$ cat config.mk
export PLATFORM = sky130hd
export DESIGN_NAME = instruction_cache_responder
export DESIGN_NICKNAME = d
export VERILOG_FILES = /design/src/rtl/instruction_cache_responder.sv
export SDC_FILE = /design/constraint.sdc
export NUM_CORES = 1
export LEC_CHECK = 0
export CAP_MARGIN = 20
export CORE_AREA = 2 2 284 566
export DETAILED_ROUTE_END_ITERATION = 8
export DIE_AREA = 0 0 286 568
export DONT_BUFFER_PORTS = 1
export PLACE_DENSITY = 0.4
export RECOVER_POWER = 100
export SLEW_MARGIN = 20
export SYNTH_ARGS = -nofsm -noshare
export SYNTH_HDL_FRONTEND = slang
export SYNTH_SLANG_ARGS = --single-unit
$ cat constraint.sdc
create_clock -name clock -period 5.3 [get_ports clock]
set_input_delay 0.53 -clock clock [delete_from_list [all_inputs] [get_ports clock]]
set_output_delay 0.53 -clock clock [all_outputs]
set_load 0.05 [all_outputs]
$ cat src/rtl/instruction_cache_responder.sv
// instruction_cache_responder
//   Responder side of the instruction-fetch interface. Looks each accepted
//   fetch up in a direct-mapped, one-word-per-line cache. On a miss it reads
//   the word from backing memory over a req/ack handshake, installs it, and
//   then responds.
// Ports
//   clock, reset_n                : clock, async active-low reset
//   req_valid/req_addr/req_ready  : fetch request channel (addr[1:0] ignored)
//   resp_valid/resp_instruction/resp_hit : one-cycle response pulse + data
//   flush                         : invalidate every line
//   mem_req/mem_addr              : backing-memory read request (level)
//   mem_ack/mem_rdata             : backing-memory data return
module instruction_cache_responder #(
  parameter int LINES = 16
) (
  input  logic        clock,
  input  logic        reset_n,
  input  logic        req_valid,
  input  logic [31:0] req_addr,
  output logic        req_ready,
  output logic        resp_valid,
  output logic [31:0] resp_instruction,
  output logic        resp_hit,
  input  logic        flush,
  output logic        mem_req,
  output logic [31:0] mem_addr,
  input  logic        mem_ack,
  input  logic [31:0] mem_rdata
);
  localparam int IW = $clog2(LINES);
  localparam int TW = 30 - IW;

  typedef enum logic {S_IDLE, S_FILL} state_t;

  state_t           r_state, w_state_nxt;
  logic [LINES-1:0] r_valid, w_valid_nxt;
  logic [TW-1:0]    r_tag  [LINES];
  logic [31:0]      r_data [LINES];
  logic [29:0]      r_fill_waddr;   // word address of the fill in flight

  logic [IW-1:0]    w_idx;
  logic [TW-1:0]    w_tag;
  logic [IW-1:0]    w_fidx;
  logic [TW-1:0]    w_ftag;
  logic             w_hit, w_miss, w_fill_done;
  logic             w_unused;

  assign w_idx    = req_addr[IW+1:2];
  assign w_tag    = req_addr[31:IW+2];
  assign w_fidx   = r_fill_waddr[IW-1:0];
  assign w_ftag   = r_fill_waddr[29:IW];
  assign mem_addr = {r_fill_waddr, 2'b00};
  assign w_unused = ^req_addr[1:0];

  always_ff @(posedge clock or negedge reset_n) begin
    if (!reset_n) r_state <= S_IDLE;
    else          r_state <= w_state_nxt;
  end

  // req_ready/mem_req decode straight from state so a reset mid-fill drops
  // mem_req immediately.
  always_comb begin
    w_state_nxt = r_state;
    w_hit       = 1'b0;
    w_miss      = 1'b0;
    w_fill_done = 1'b0;
    req_ready   = 1'b0;
    mem_req     = 1'b0;
    case (r_state)
      S_IDLE: begin
        req_ready = 1'b1;
        if (req_valid) begin
          if (r_valid[w_idx] && (r_tag[w_idx] == w_tag)) begin
            w_hit = 1'b1;
          end else begin
            w_miss      = 1'b1;
            w_state_nxt = S_FILL;
          end
        end
      end
      S_FILL: begin
        mem_req = 1'b1;
        if (mem_ack) begin
          w_fill_done = 1'b1;
          w_state_nxt = S_IDLE;
        end
      end
      default: w_state_nxt = S_IDLE;
    endcase
  end

  // Flush clears everything, but a fill landing on the same edge wins for
  // its own line.
  always_comb begin
    w_valid_nxt = r_valid;
    if (flush)       w_valid_nxt = '0;
    if (w_fill_done) w_valid_nxt[w_fidx] = 1'b1;
  end

  always_ff @(posedge clock or negedge reset_n) begin
    if (!reset_n) r_valid <= '0;
    else          r_valid <= w_valid_nxt;
  end

  // Tag/data arrays carry no reset; the valid bits gate them.
  always_ff @(posedge clock) begin
    if (w_fill_done) begin
      r_tag[w_fidx]  <= w_ftag;
      r_data[w_fidx] <= mem_rdata;
    end
  end

  always_ff @(posedge clock or negedge reset_n) begin
    if (!reset_n) begin
      resp_valid       <= 1'b0;
      resp_hit         <= 1'b0;
      resp_instruction <= '0;
      r_fill_waddr     <= '0;
    end else begin
      resp_valid <= 1'b0;
      if (w_hit) begin
        resp_valid       <= 1'b1;
        resp_hit         <= 1'b1;
        resp_instruction <= r_data[w_idx];
      end else if (w_fill_done) begin
        resp_valid       <= 1'b1;
        resp_hit         <= 1'b0;
        resp_instruction <= mem_rdata;
      end
      if (w_miss) r_fill_waddr <= req_addr[31:2];
    end
  end
endmodule

-- Yosys cells after proc, flatten, opt, wreduce, memory -nomap -nowiden
Memories as Yosys holds them, arrays and structs flattened.
Index checks and enable logic that the tools add are counted.
- flip-flop bits (word level): 81
- bits in writable memories: 928
- memories kept: 2
- order comparisons: 3
- equality and inequality tests: 1
- multiplexer cells: 25
- bitwise logic cells: 2
- reduce and logical (&&, ||, !) cells: 3
- memory list (memory ; depth ; bits a word ; rd ports ; clocked after memory_dff ; wr ports ; RTL line ; text):
    r_data ; 16 ; 32 ; 1 ; 0 ; 1 ; 38 ; logic [31:0] r_data [LINES];
    r_tag ; 16 ; 26 ; 1 ; 0 ; 1 ; 37 ; logic [TW-1:0] r_tag [LINES];
- operators by type and width (kind ; number):
    $mux W32 ; 2
    $mux W16 ; 2
    $eq A26 B26 Y1 ; 1
    $mux W1 ; 18
    $or A16 B16 Y16 ; 1
    $lt A4 B5 Y1 const B ; 2
    $bmux W1 S4 ; 1
    $demux W1 S4 ; 1
    $ge A4 B1 Y1 const B ; 1
    $logic_and A1 B1 Y1 ; 2
    $pmux W1 S2 ; 1
    $reduce_bool A2 Y1 ; 1
    $not A1 Y1 ; 1

-- Longest topological paths before layout
Gate-level depths: netlist (run 1).
- depth in word-level cells: 7
- gate-level depth with buffers: 13

-- Worst setup path after synthesis (run 1)
No wires, ideal clock.
- kind: register to register
- from: register r_state
- to: memory r_data[1][0], enable pin
- setup time: 547 ps
- data arrival time: 5488 ps
- required time: 4753 ps
- setup slack: -735 ps
- stages on the path, launching flop included: 6
- period minus slack after synthesis: 6035 ps
- path through: dfrtp_1 nand2_1 clkbuf_1 nor2_1 nand2_1 nor3_1
- word-level cells in the longest chain between the ends: 3
- RTL lines (what ; RTL line ; text):
    from (decl) ; 35 ; state_t r_state, w_state_nxt;
    from (signal assigned) ; 57 ; else r_state <= w_state_nxt;
    $mux W1 ; 69 ; case (r_state)
    $mux W1 ; 107 ; if (w_fill_done) begin
    $mux W1 (implied by the code) ; 109 ; r_data[w_fidx] <= mem_rdata;
    to (decl) ; 38 ;
Every way passes these cells.

-- Worst setup path in the final report (run 1)
- from: register r_state
- to: memory r_data[0][23], enable pin
Same word-level chain as after synthesis.

==> results of run 1 <==
-- kinds of logic after synthesis --
kind of cell	Yosys count	synth area share
other	1	0.00009551
AOI/OAI and AO/OA	76	0.01514
buffers and inverters	86	0.01307
xor gates and xnor gates	27	0.006023
and+or+nand+nor	92	0.01300
muxes	424	0.1913
DFF	1009	0.7614
-- metal layers --
metal  wire [µm]  global-route usage  up-vias
li1            -                   -     7482
met1       48730              0.1815     9999
met2       49250              0.2036      382
met3        4440             0.02159      112
met4        1706             0.03135        2
met5          13                   0        -
-- worst max-delay path by stage --
stage                     slack [ns]  cells past startpoint                  start                               to
after floorplan                 0.84                      5      r_state$_DFF_PN0_           r_data[5][0]$_DFFE_PP_
after global routing            0.86                      4      r_state$_DFF_PN0_           r_data[6][1]$_DFFE_PP_
after CTS                       1.86                     10  r_tag[1][9]$_DFFE_PP_     r_fill_waddr[18]$_DFFE_PN0P_
after detailed placement        1.43                     10            req_addr[5]  resp_instruction[1]$_DFFE_PN0P_
after global placement          1.48                     10            req_addr[5]  resp_instruction[2]$_DFFE_PN0P_
final                           1.11                      5      r_state$_DFF_PN0_          r_data[0][23]$_DFFE_PP_
-- area by class of cell --
type                            count  area, µm²
Fill cell                       15620     112800
Timing Repair Buffer              101      972.2
Inverter                            4      17.52
Tap cell                         2090       2615
Multi-Input combinational cell    621       8811
Antenna cell                        6      15.01
Clock buffer                      148       3004
Clock inverter                     50      410.4
Sequential cell                  1009      29890
-- timing repair --
item                      CTS  global route
hold endpoints to repair  622             0
hold buffers               62             0
setup buffers               0             0
resized for setup           0             0
-- power by group through the flow --
stage	Sequential [mW]	Combinational, mW	Clock, mW
2_1_floorplan	9.98	0.744	0
3_3_place_gp	10.1	0.913	0
3_5_place_dp	10.2	0.917	0
4_1_cts	9.99	1.03	7.54
5_1_grt	10.0	1.04	7.82
6_report	9.97	0.958	7.31
-- state kept, by name, indices dropped and copies added (netlist names) --
name and flops:
resp_instruction 32, r_fill_waddr 30, r_valid 16, r_state 1, r_data 512, resp_valid 1
resp_hit 1, r_tag 416
-- cells in the mapped netlist (all sizes together) (4+ instances only) --
cell / instances
edfxtp: 928
mux4: 244
mux2: 111
dfrtp: 81
mux2i: 69
buf: 56
nor2: 30
clkbuf: 26
a21o: 19
xor2: 16
a22oi: 15
nand2: 12
xnor2: 11
nor2b: 8
nand2b: 7
nor3: 7
o21ai: 6
o22ai: 6
a211oi: 5
nand3: 5
a221oi: 4
inv: 4
nand4: 4
-- stage by stage --
step             util  hold slack [ns]  instance area, µm²  worst slack, ns  cells
2_1_floorplan       -           0.2344               39290           0.8436   1716
3_3_place_gp   0.2645           0.2367               41930            1.485   3763
3_5_place_dp   0.2645           0.2370               41930            1.428   3763
4_1_cts        0.2901          0.02976               45980            1.863   4023
5_1_grt        0.2885          0.08091               45730           0.8565   4025
6_report       0.2886          0.09911               45740            1.109   4029
==> results.cfg, run 1 <==
[sta]
final_max_slew_viol_count = 301
skew_ns = 0.02418
setup_viol_count_final = 0
clock.fmax_mhz = 238.6
min_period_ns = 4.191
worst_pin_slew_ns = 2.867
finalCritPeriodShare = 0.7907
setup_tns_ns = 0
finalHoldViolCount = 0
relSlewSlack = -0.9116
rsz0062_at_grt = false

[yosys]
synth_warnings = 0
synthFlopType = edfxtp_1
ys_seq_area_frac = 0.7614
synth_largest_area_cell = edfxtp_1
yosys.cell_types.count = 62
synthTopCellsByArea = edfxtp_1, mux4_2, dfrtp_1
ys_ff_latch = 1009
synth-edff-count = 928
netlist_area_um2 = 39260
ys_async_sr_fraction = 0.08028
syn_avg_cell_area_um2 = 22.89
netlist.area_leader.share = 0.7098
syn-instance-count = 1715

[final_layout]
area_growth_pct = 16.49
drive_gt1_frac = 0.2633
final_cell_mix = edfxtp_1, mux4_2, clkbuf_16, dfrtp_1, mux2i_1
final_common_cell = edfxtp_1
fin_nets = 1910

[global_route]
grt_pass1_vias = 19340
grt_pass1_wl_um = 148600
antenna_found_initial = 4
track_usage = 0.1280
grt_max_degree = 218
grt_overflow = 0

[power_and_ir_drop]
total_power_mw = 18.24
p_clk_frac = 0.401
combPwrFrac = 0.053
p_seq_frac = 0.547
leakagePower_nw = 14.50
irDropWorstVdd_mv = 0.2861
internal_power_mw = 13.89
power_density_nw_per_um2 = 398.8
p_switching_mw = 4.356
switching_share = 0.2388

[setup_path]
crit_type = reg -> reg
crit_family = buffers and inverters
worstPathRequired_ns = 5.60
max_stage_delay_ns = 1.07
path_cells = nand2_2 > clkbuf_1 > or3_1 > nor3_1 > clkbuf_1
r2r_end = r_data[0][23]$_DFFE_PP_
crit_buf_inv = 2
start_kind = flop
critPathMostFrequentCell = clkbuf_1
r2r_start = r_state$_DFF_PN0_
r2r_cells = 5
r2r_slack_ns = 1.11
crit_slowest_cell = clkbuf_1
cp_data_arrival_time_ns = 4.49
end_kind = flop
cp_max_fo = 35

[routing]
avgRoutedWirePerCell_um = 25.85
first_pass_iters = 4
viasPerCell = 4.462
drc = 0
drt-total-wl_um = 104100
drtAntennaViolNets = 0
vias = 17980
drtIter0Drc = 1359

[floorplanning]
die_x_um = 286
placementRows = 207
core_um2 = 158500
die_area_um2 = 162400
die_h_um = 568
initial_utilization = 0.2477
ios = 137

[min_path]
hold_class = in -> reg
min_path_cells = 2
min_to = resp_instruction[23]$_DFFE_PN0P_
hold_start = mem_rdata[23]

[flow_run]
maxCapViolCount = 9

[cts]
htree_levels = 3
cts.sink_count = 1009
cts_buffers = 104
root_buffer = clkbuf_16
clk_latency_ns = 0.69
cts_buffer_depth = 3
clkTransAtPathRegs_ns = 0.06
cts_tree = yes

[run_status]
outcome = finished with violations
violations = capacitance limit, slew limit

[placed_design]
gp_congestion = 0.6725
portBuffers = 0
place_hpwl_um = 51150
No activity file was read; power rests on OpenSTA's default activity.
==> run 2, diff against run 1 <==
PLACE_DENSITY = 0.39   (was 0.4)
clock period = 4.4 ns   (was 5.3 ns; I/O delays follow)
==> run 2 against run 1 <==
The run still ends with capacitance limit, slew limit left. Clock power rose by 23%. Global-route usage barely moved. Largest cell class unchanged. Worst hold slack improved by 0.037 ns. Final cell count rose by 0.12%. Non-clock buffer count rose by 9. Critical endpoint is now r_data[6][22]$_DFFE_PP_. Critical path depth fell by 1. Largest power group unchanged.
==> results.cfg, run 2 (same netlist as run 1, synthesis figures left out) <==
[floorplanning]
die_x_um = 286
die_area_um2 = 162400
ios = 137
initial_utilization = 0.2477
core_um2 = 158500
die_h_um = 568
placementRows = 207

[sta]
rsz0062_at_grt = false
min_period_ns = 3.824
layout_setup_ws_ns = 0.5761
setup_tns_ns = 0
final_max_slew_viol_count = 440
finalHoldViolCount = 0
skew_ns = 0.01837
relSlewSlack = -0.8331
finalCritPeriodShare = 0.8691
clock.fmax_mhz = 261.5
setup_viol_count_final = 0
worst_pin_slew_ns = 2.750

[power_and_ir_drop]
power_density_nw_per_um2 = 484.3
irDropWorstVdd_mv = 0.3363
leakagePower_nw = 14.51

[routing]
drtIter0Drc = 1319
viasPerCell = 4.468
avgRoutedWirePerCell_um = 26.01
vias = 18020
drt-total-wl_um = 104900
drtAntennaViolNets = 0
first_pass_iters = 5
drc = 0

[cts]
cts_buffers = 104
cts.sink_count = 1009
hold_buffers = 64
clk_latency_ns = 0.69
clkTransAtPathRegs_ns = 0.06
cts_buffer_depth = 3
cts_tree = yes
root_buffer = clkbuf_16
htree_levels = 3
cts_resized = 0
post_cts_buffers = 0

[run_status]
outcome = finished with violations
violations = capacitance limit, slew limit

[final_layout]
regMostFlops = r_data
area_growth_pct = 16.58
final_cell_mix = edfxtp_1, mux4_2, clkbuf_16, dfrtp_1, mux2i_1
fin_nets = 1919
largest_reg_flops = 512
top_regs = r_data: 512 flops, r_tag: 416 flops, resp_instruction: 32 flops
final_common_cell = edfxtp_1
drive_gt1_frac = 0.2677

[setup_path]
path_cells = clkbuf_1 > nand4b_1 > nor2_4 > clkbuf_2
crit_slowest_cell = clkbuf_2
max_stage_delay_ns = 1.26
crit_type = reg -> reg
cp_max_fo = 34
cp_data_arrival_time_ns = 4.09
start_kind = flop
worstPathRequired_ns = 4.67
end_kind = flop

[global_route]
grt_overflow = 0
grt_pass1_vias = 19000
antenna_found_initial = 8
grt_pass1_wl_um = 147900
track_usage = 0.1284
grt_max_degree = 218

[placed_design]
place_hpwl_um = 50900
portBuffers = 0
dp_slack_ns = 0.7029
gp_congestion = 0.6644

[flow_run]
maxCapViolCount = 13

[min_path]
hold_class = in -> reg
==> run 2: report_power, final <==
part / total [mW] / internal, mW / leakage [nW] / switching, mW
Combinational: 1.18 / 0.559 / 3.47 / 0.619
Clock: 8.99 / 5.27 / 1.69 / 3.72
Sequential: 12.0 / 11.1 / 9.34 / 0.931
==> run 2: cell type report <==
class                   instances  area (µm²)
flip-flops and latches       1009       29890
repair buffers                110       918.4
well taps                    2090        2615
fillers                     15610      112700
clock buffers                 138        2904
diodes                          5       12.51
clock inverters                57       576.8
inverters                       4       17.52
multi-input cells             621        8833
==> run 2: final timing paths <==
check	from	end	slack, ns	cells after the start
worst max register to register	r_state$_DFF_PN0_	r_data[6][22]$_DFFE_PP_	0.58	4
worst min-delay path	req_addr[4]	r_fill_waddr[2]$_DFFE_PN0P_	0.14	1
min in group asynchronous	reset_n	r_fill_waddr[19]$_DFFE_PN0P_	1.12	2
worst min register to register	r_valid[11]$_DFF_PN0_	r_valid[11]$_DFF_PN0_	0.48	1
max in group asynchronous	reset_n	resp_instruction[18]$_DFFE_PN0P_	1.57	2
worst max-delay path	r_state$_DFF_PN0_	r_data[6][22]$_DFFE_PP_	0.58	4
==> run 2: per-stage QoR <==
step | power (mW) | cells | hold WS [ns] | util | area, µm²
finish | 22.17 | 4034 | 0.1357 | 0.2888 | 45770
global route | 22.98 | 4029 | 0.04095 | 0.2887 | 45760
detailed placement | 13.35 | 3770 | 0.1475 | 0.2647 | 41960
floorplan | 12.91 | 1716 | 0.1444 | - | 39290
CTS | 22.58 | 4029 | 0.02418 | 0.2908 | 46100
global placement | 13.32 | 3770 | 0.1469 | 0.2647 | 41960
==> run 2: critical path, delay by kind of cell (launching register included) <==
kind	cells	cell delay [ns]
buffers and inverters	2	2.13
flip-flops	1	0.36
AND/OR/NAND/NOR	2	0.88
==> run 2: per-layer routing <==
metal / wire (µm) / vias up / global-route usage
met3: 4819 / 122 / 0.02376
met2: 48830 / 394 / 0.2021
met4: 2057 / 8 / 0.03542
met5: 55 / - / 0
met1: 49180 / 9984 / 0.1811
li1: - / 7515 / -
